===== config.mk =====
export PLATFORM = sky130hd
export DESIGN_NAME = fetcher
export DESIGN_NICKNAME = d
export VERILOG_FILES = /design/src/rtl/fetcher.sv
export SDC_FILE = /design/constraint.sdc
export NUM_CORES = 1
export LEC_CHECK = 0
export ABC_AREA = 1
export BUFFER_PORTS_ARGS = -buffer_cell sky130_fd_sc_hd__buf_2
export CAP_MARGIN = 20
export CORE_AREA = 2 2 52 54
export DETAILED_ROUTE_END_ITERATION = 16
export DIE_AREA = 0 0 54 56
export GPL_TIMING_DRIVEN = 0
export PLACE_DENSITY = 0.89
export SETUP_SLACK_MARGIN = 0.15
export SYNTH_ARGS = -nofsm -noshare
export SYNTH_HDL_FRONTEND = slang
export SYNTH_SLANG_ARGS = --single-unit
export TNS_END_PERCENT = 10

===== constraint.sdc =====
create_clock -name clk -period 2.39 [get_ports clk]
set_clock_uncertainty 0.05 [all_clocks]
set_input_delay 0.478 -clock clk [delete_from_list [all_inputs] [get_ports clk]]
set_output_delay 0.478 -clock clk [all_outputs]
set_load 0.05 [all_outputs]

===== src/rtl/fetcher.sv =====
// Instruction fetch unit: issues a valid/ready read of program memory at the core PC and latches the returned word.
// Optional FETCHER_LAST_INST_CACHE_EN: skip the memory read when re-fetching the most recently fetched PC.
module fetcher #(
  parameter int PROGRAM_MEM_ADDR_BITS = 8,
  parameter int PROGRAM_MEM_DATA_BITS = 16
) (
  input  logic                             clk,
  input  logic                             reset,
  input  logic [2:0]                       core_state,
  input  logic [7:0]                       current_pc,
  output logic                             mem_read_valid,
  output logic [PROGRAM_MEM_ADDR_BITS-1:0] mem_read_address,
  input  logic                             mem_read_ready,
  input  logic [PROGRAM_MEM_DATA_BITS-1:0] mem_read_data,
  output logic [2:0]                       fetcher_state,
  output logic [PROGRAM_MEM_DATA_BITS-1:0] instruction
);

  typedef enum logic [2:0] {
    IDLE     = 3'b000,
    FETCHING = 3'b001,
    FETCHED  = 3'b010
  } state_t;

  localparam logic [2:0] CORE_FETCH  = 3'b001;
  localparam logic [2:0] CORE_DECODE = 3'b010;

  state_t                           state;
  logic [PROGRAM_MEM_ADDR_BITS-1:0] pc_adj;
  logic                             hit;

  // PC is 8 bits wide; truncate or zero-extend to the memory address width.
  generate
    if (PROGRAM_MEM_ADDR_BITS < 8) begin : g_pc_trunc
      assign pc_adj = current_pc[PROGRAM_MEM_ADDR_BITS-1:0];
    end else if (PROGRAM_MEM_ADDR_BITS == 8) begin : g_pc_same
      assign pc_adj = current_pc;
    end else begin : g_pc_ext
      assign pc_adj = {{(PROGRAM_MEM_ADDR_BITS-8){1'b0}}, current_pc};
    end
  endgenerate

`ifdef FETCHER_LAST_INST_CACHE_EN
  logic [7:0] tag;
  logic [7:0] req_pc;
  logic       tag_valid;

  assign hit = tag_valid && (tag == current_pc);
`else
  assign hit = 1'b0;
`endif

  always_ff @(posedge clk or posedge reset) begin
    if (reset) begin
      state            <= IDLE;
      mem_read_valid   <= 1'b0;
      mem_read_address <= '0;
      instruction      <= '0;
`ifdef FETCHER_LAST_INST_CACHE_EN
      tag              <= '0;
      req_pc           <= '0;
      tag_valid        <= 1'b0;
`endif
    end else begin
      case (state)
        IDLE: begin
          if (core_state == CORE_FETCH) begin
            if (hit) begin
              state <= FETCHED;
            end else begin
              mem_read_valid   <= 1'b1;
              mem_read_address <= pc_adj;
              state            <= FETCHING;
`ifdef FETCHER_LAST_INST_CACHE_EN
              req_pc           <= current_pc;
`endif
            end
          end
        end
        FETCHING: begin
          // No abort path: once issued, the read completes regardless of core_state.
          if (mem_read_ready) begin
            instruction    <= mem_read_data;
            mem_read_valid <= 1'b0;
            state          <= FETCHED;
`ifdef FETCHER_LAST_INST_CACHE_EN
            tag            <= req_pc;
            tag_valid      <= 1'b1;
`endif
          end
        end
        FETCHED: begin
          if (core_state == CORE_DECODE) state <= IDLE;
        end
        default: state <= IDLE;
      endcase
    end
  end

  assign fetcher_state = state;

endmodule


== Word-level counts from Yosys, hierarchy flattened ==
Cells that the tools add are included.
Word-level totals
  bits in registers: 28
  latch bits: 0
  bits in writable memories: 0
  memory bits (read-only): 0
  bits of input ports: 30
  memories kept: 0
Operators by class
  add/sub/neg operators: 0
  multipliers: 0
  divide/modulo/power cells: 0
  $lt $le $gt $ge: 0
  equality and inequality tests: 7
  shift-type cells: 0
  muxes and demuxes: 7
  bitwise operators: 0
  reduce and logical (&&, ||, !) cells: 6
Operators with widths (count)
  $mux W3: 3
  $pmux W3 S3: 1
  $eq A3 B1 Y1 const B: 2
  $eq A3 B2 Y1 const B: 2
  $ne A2 B2 Y1 const B: 3
  $reduce_and A3 Y1: 2
  $reduce_and A2 Y1: 2
  $logic_not A3 Y1: 1
  $mux W1: 2
  $pmux W1 S2: 1
  $reduce_bool A2 Y1: 1

== Depth between registers and ports, before layout ==
  word-level depth: 3
  mapped depth: 6
  mapped depth without buffers: 5

== Least setup slack after synthesis ==
OpenSTA, ideal clock, no wires.
  kind: register to register
  start point: register state[0], in the netlist fetcher_state[0]
  end point: register mem_read_address[0]
  library setup time: 0.119 ns
  data arrival time: 1.258 ns
  required time: 2.221 ns
  setup slack: 0.963 ns
  cell stages (with the launch flop): 5
  buffers on the path: 0
  cell sequence: dfrtp_1 -> nor2_2 -> nand3_2 -> nand2_1 -> nand2_1
On the way
  cells in the longest elaborated chain, start to end: 2
RTL lines
  start: declaration: RTL line 28  | state_t state;
  start signal: assignment: RTL line 55  | state <= IDLE;
  start signal: assignment: RTL line 69  | state <= FETCHED;
  start signal: assignment: RTL line 73  | state <= FETCHING;
  $logic_not A3 Y1: RTL line 65  | case (state)
  $reduce_and A2 Y1 (no source line)
  end signal: assignment: RTL line 72  | mem_read_address <= pc_adj;
  end: declaration: RTL line 12  | output logic [PROGRAM_MEM_ADDR_BITS-1:0] mem_read_address,
Every way passes these cells.
A chain may end at the register's enable or synchronous reset.

== Worst setup path after layout ==
  start point: register state[0], in the netlist fetcher_state[0]
  end point: output fetcher_state[0]
RTL lines
  end: declaration: RTL line 15  | output logic [2:0] fetcher_state,
No word-level cell between the ends.

==> results.md <==
* Outcome: finished clean
* Crit path to: fetcher_state[0]
* Setup Buffers After CTS at 0
* Slew Limit Fails at 0
* Num CTS Buffers at 3
* Met2 GRT Util at 27.4%
* Top FF cell, synth: dfrtp_1
* Mapped Area at 0.00108 sq mm
* Hold Vio Cnt, Final at 0
* CP delay by family, top: flip-flops
* Worst reg2reg path startpoint: fetcher_state[0]
* CTS tree: done
* Stages on worst setup path at 1
* Final cell count without fillers at 211
* IO buf count at 56
* Worst R2R End: mem_read_address[0]
* R2R depth at 4
* Syn_nets at 150
* EDFF count, synth at 0
* Setup TNS at 0 ns
* F_max at 607 MHz
* Clock Path Buffers at 2
* Nets at 212
* Total die area at 0.00302 sq mm
* Max Cap Viol at 0
* Pin count of the biggest net entering global routing at 28
* CTS Root Cell: clkbuf_4
* Ant. Diodes at 0
* Tot GR Track Use at approximately 17%
* Final wirelength at 2370 um
* CTS Hold Bufs at 0
* Netlist cell types at 15
* Beginning of the critical path: fetcher_state[0]
* Core Area at 0.00243 sq mm
* Share of cells above drive strength 1 at approximately two fifths
* Synth area leader: dfrtp_1
* # DRC at 0
* Post-route antenna net violation count at 0
* RSZ-0062 raised after global routing: false
* Met1 usage at 21.8%
* CP Max Fanout at 5
* Worst Path Arrival at 1.12 ns
* Post-synth ARST share at between 90% and 100%
* CTS clock-pin slew for the worst setup and hold paths at approximately 0.14 ns
* Sum of buffers and inverters on the critical path at 1
* Critical path class: reg -> out
* Worst skew pair latency at between 0.3 and 0.4 ns
* #FFs+latches synth at 27
* Tmin final at 1.65 ns
* R2r setup slk at 0.98 ns
* Startpoint Class: flip-flop
* Peak supply drop at 0.000775 V
* Setup violators final at 0
* Register area share after synthesis at roughly 62%
* Placer Congestion at slightly below 0.7
* Inst Count DP at 206
* Worst-path cell chain: buf_2
* Critical Path RT at 1.86 ns
* HPWL after DPL at 1810 um
* Mean area per synthesized cell at 9.04 sq um
* Clk sinks at 27
* Via count at 992
* Top cell type's share of synthesized area at 62.3%
* Row cnt at 18
* Post-Syn Instances at 120
* Vias/cell at ~4.7
* GR Layer Usage met3 at ~2.4%
* Most common cell in the netlist: nand2_1
* Synth area leaders: dfrtp_1 62%, nand2_1 24%, nand4_1 4.6%
* Initial DRC count at 15
* Initial Util at 44.6%
* IO Count at 58
* Pwr/cell area at ~1500 mW/mm^2
* Synth top cells by count: 69 x nand2_1, 27 x dfrtp_1, 8 x nand4_1
* Number of global-route vias before repair at 868
* Post-CTS Resized at 0
* Leak Pwr at 0.873 nW
* Final Cycle Share at 68.9%
* Area added between synthesis and finish at 34.4%
* Worst path max stage delay at slightly below 0.5 ns
* TritonRoute pass-1 iters at 4
* Die W at 54 um
* Routed len/inst at 11.2 um
* Area of the multi-input gates at 367 sq um
* Antenna violations before repair at 0
* Seq. cell area at 676 sq um
* Global route hottest layer: met2
* Filler instances at 229
* Critical-path top delay cell: dfrtp_1
* YS warnings at 0
* H-Tree Depth at 1
* CP Capture Type: output port
* Die Ht at 56 um
* Min-delay worst type: in -> async
* Total gr overflow at 0
* First-pass GRT wire length at around 3800 um
## power breakdown
| group | switching [mW] | internal, mW |
|---|---|---|
| logic | 1.01 | 0.269 |
| clock network | 0.124 | 0.0626 |
| registers | 0.111 | 0.661 |
## flip-flops by register name (all words and copies together) (netlist names)
| signal | cells |
|---|---|
| mem_read_valid | 1 |
| instruction | 16 |
| mem_read_address | 8 |
| fetcher_state | 2 |
## cells by family after synthesis
logic type      Yosys count  share of synthesized area [%]
simple gates             82                           32.5
other cells               1                          0.346
buf+inv                   8                           3.92
compound gates            2                          0.923
flops                    27                           62.3
## per-layer routing
metal  up-vias  routed length [um]
li1        492                   -
met4         0                  33
met5         -                   0
met2        44                1160
met1       452                1010
met3         4                 166
## through the flow
step	util [%]	hold WS, ns	total power [mW]	cell area, sq um	setup WS, ns
2_1_floorplan	-	0.481	1.75	1080	0.963
3_3_place_gp	57.7	0.399	2.04	1400	0.916
3_5_place_dp	57.7	0.412	2.06	1400	0.887
4_1_cts	58.8	0.280	2.26	1430	0.724
5_1_grt	59.9	0.0494	2.39	1460	0.667
6_report	59.9	0.0607	2.24	1460	0.743
## how the worst min path moves through the flow
stage,cells past startpoint,slack [ns],endpoint,from
floorplan,1,0.48,fetcher_state[0],reset
global placement,2,0.40,mem_read_address[2],mem_read_address[2]
detailed placement,2,0.41,mem_read_address[1],mem_read_address[1]
CTS,3,0.28,instruction[4],mem_read_data[4]
global route,2,0.05,instruction[8],reset
finish,2,0.06,instruction[8],reset
## layout make-up
cell class,instances,share of cell area (%)
repair buffers,57,21.1
flip-flops and latches,27,46.4
plain buffers,3,1.63
multi-input cells,85,25.2
clock buffers,3,1.55
clock inverters,1,0.343
well taps,30,2.58
inverters,5,1.29
## layout by cell type, fill, tap and decap left out
cell	instances
clkbuf_4	3
inv_1	3
clkinv_1	1
nor2_1	1
nand3_2	1
nand3_4	1
buf_2	57
inv_2	1
o21ai_0	2
buf_16	1
conb_1	1
nand2_1	69
dfrtp_1	27
nor2_2	2
nand4_1	8
clkinv_2	1
buf_6	1
buf_4	1
(Power assumes the default switching activity.)
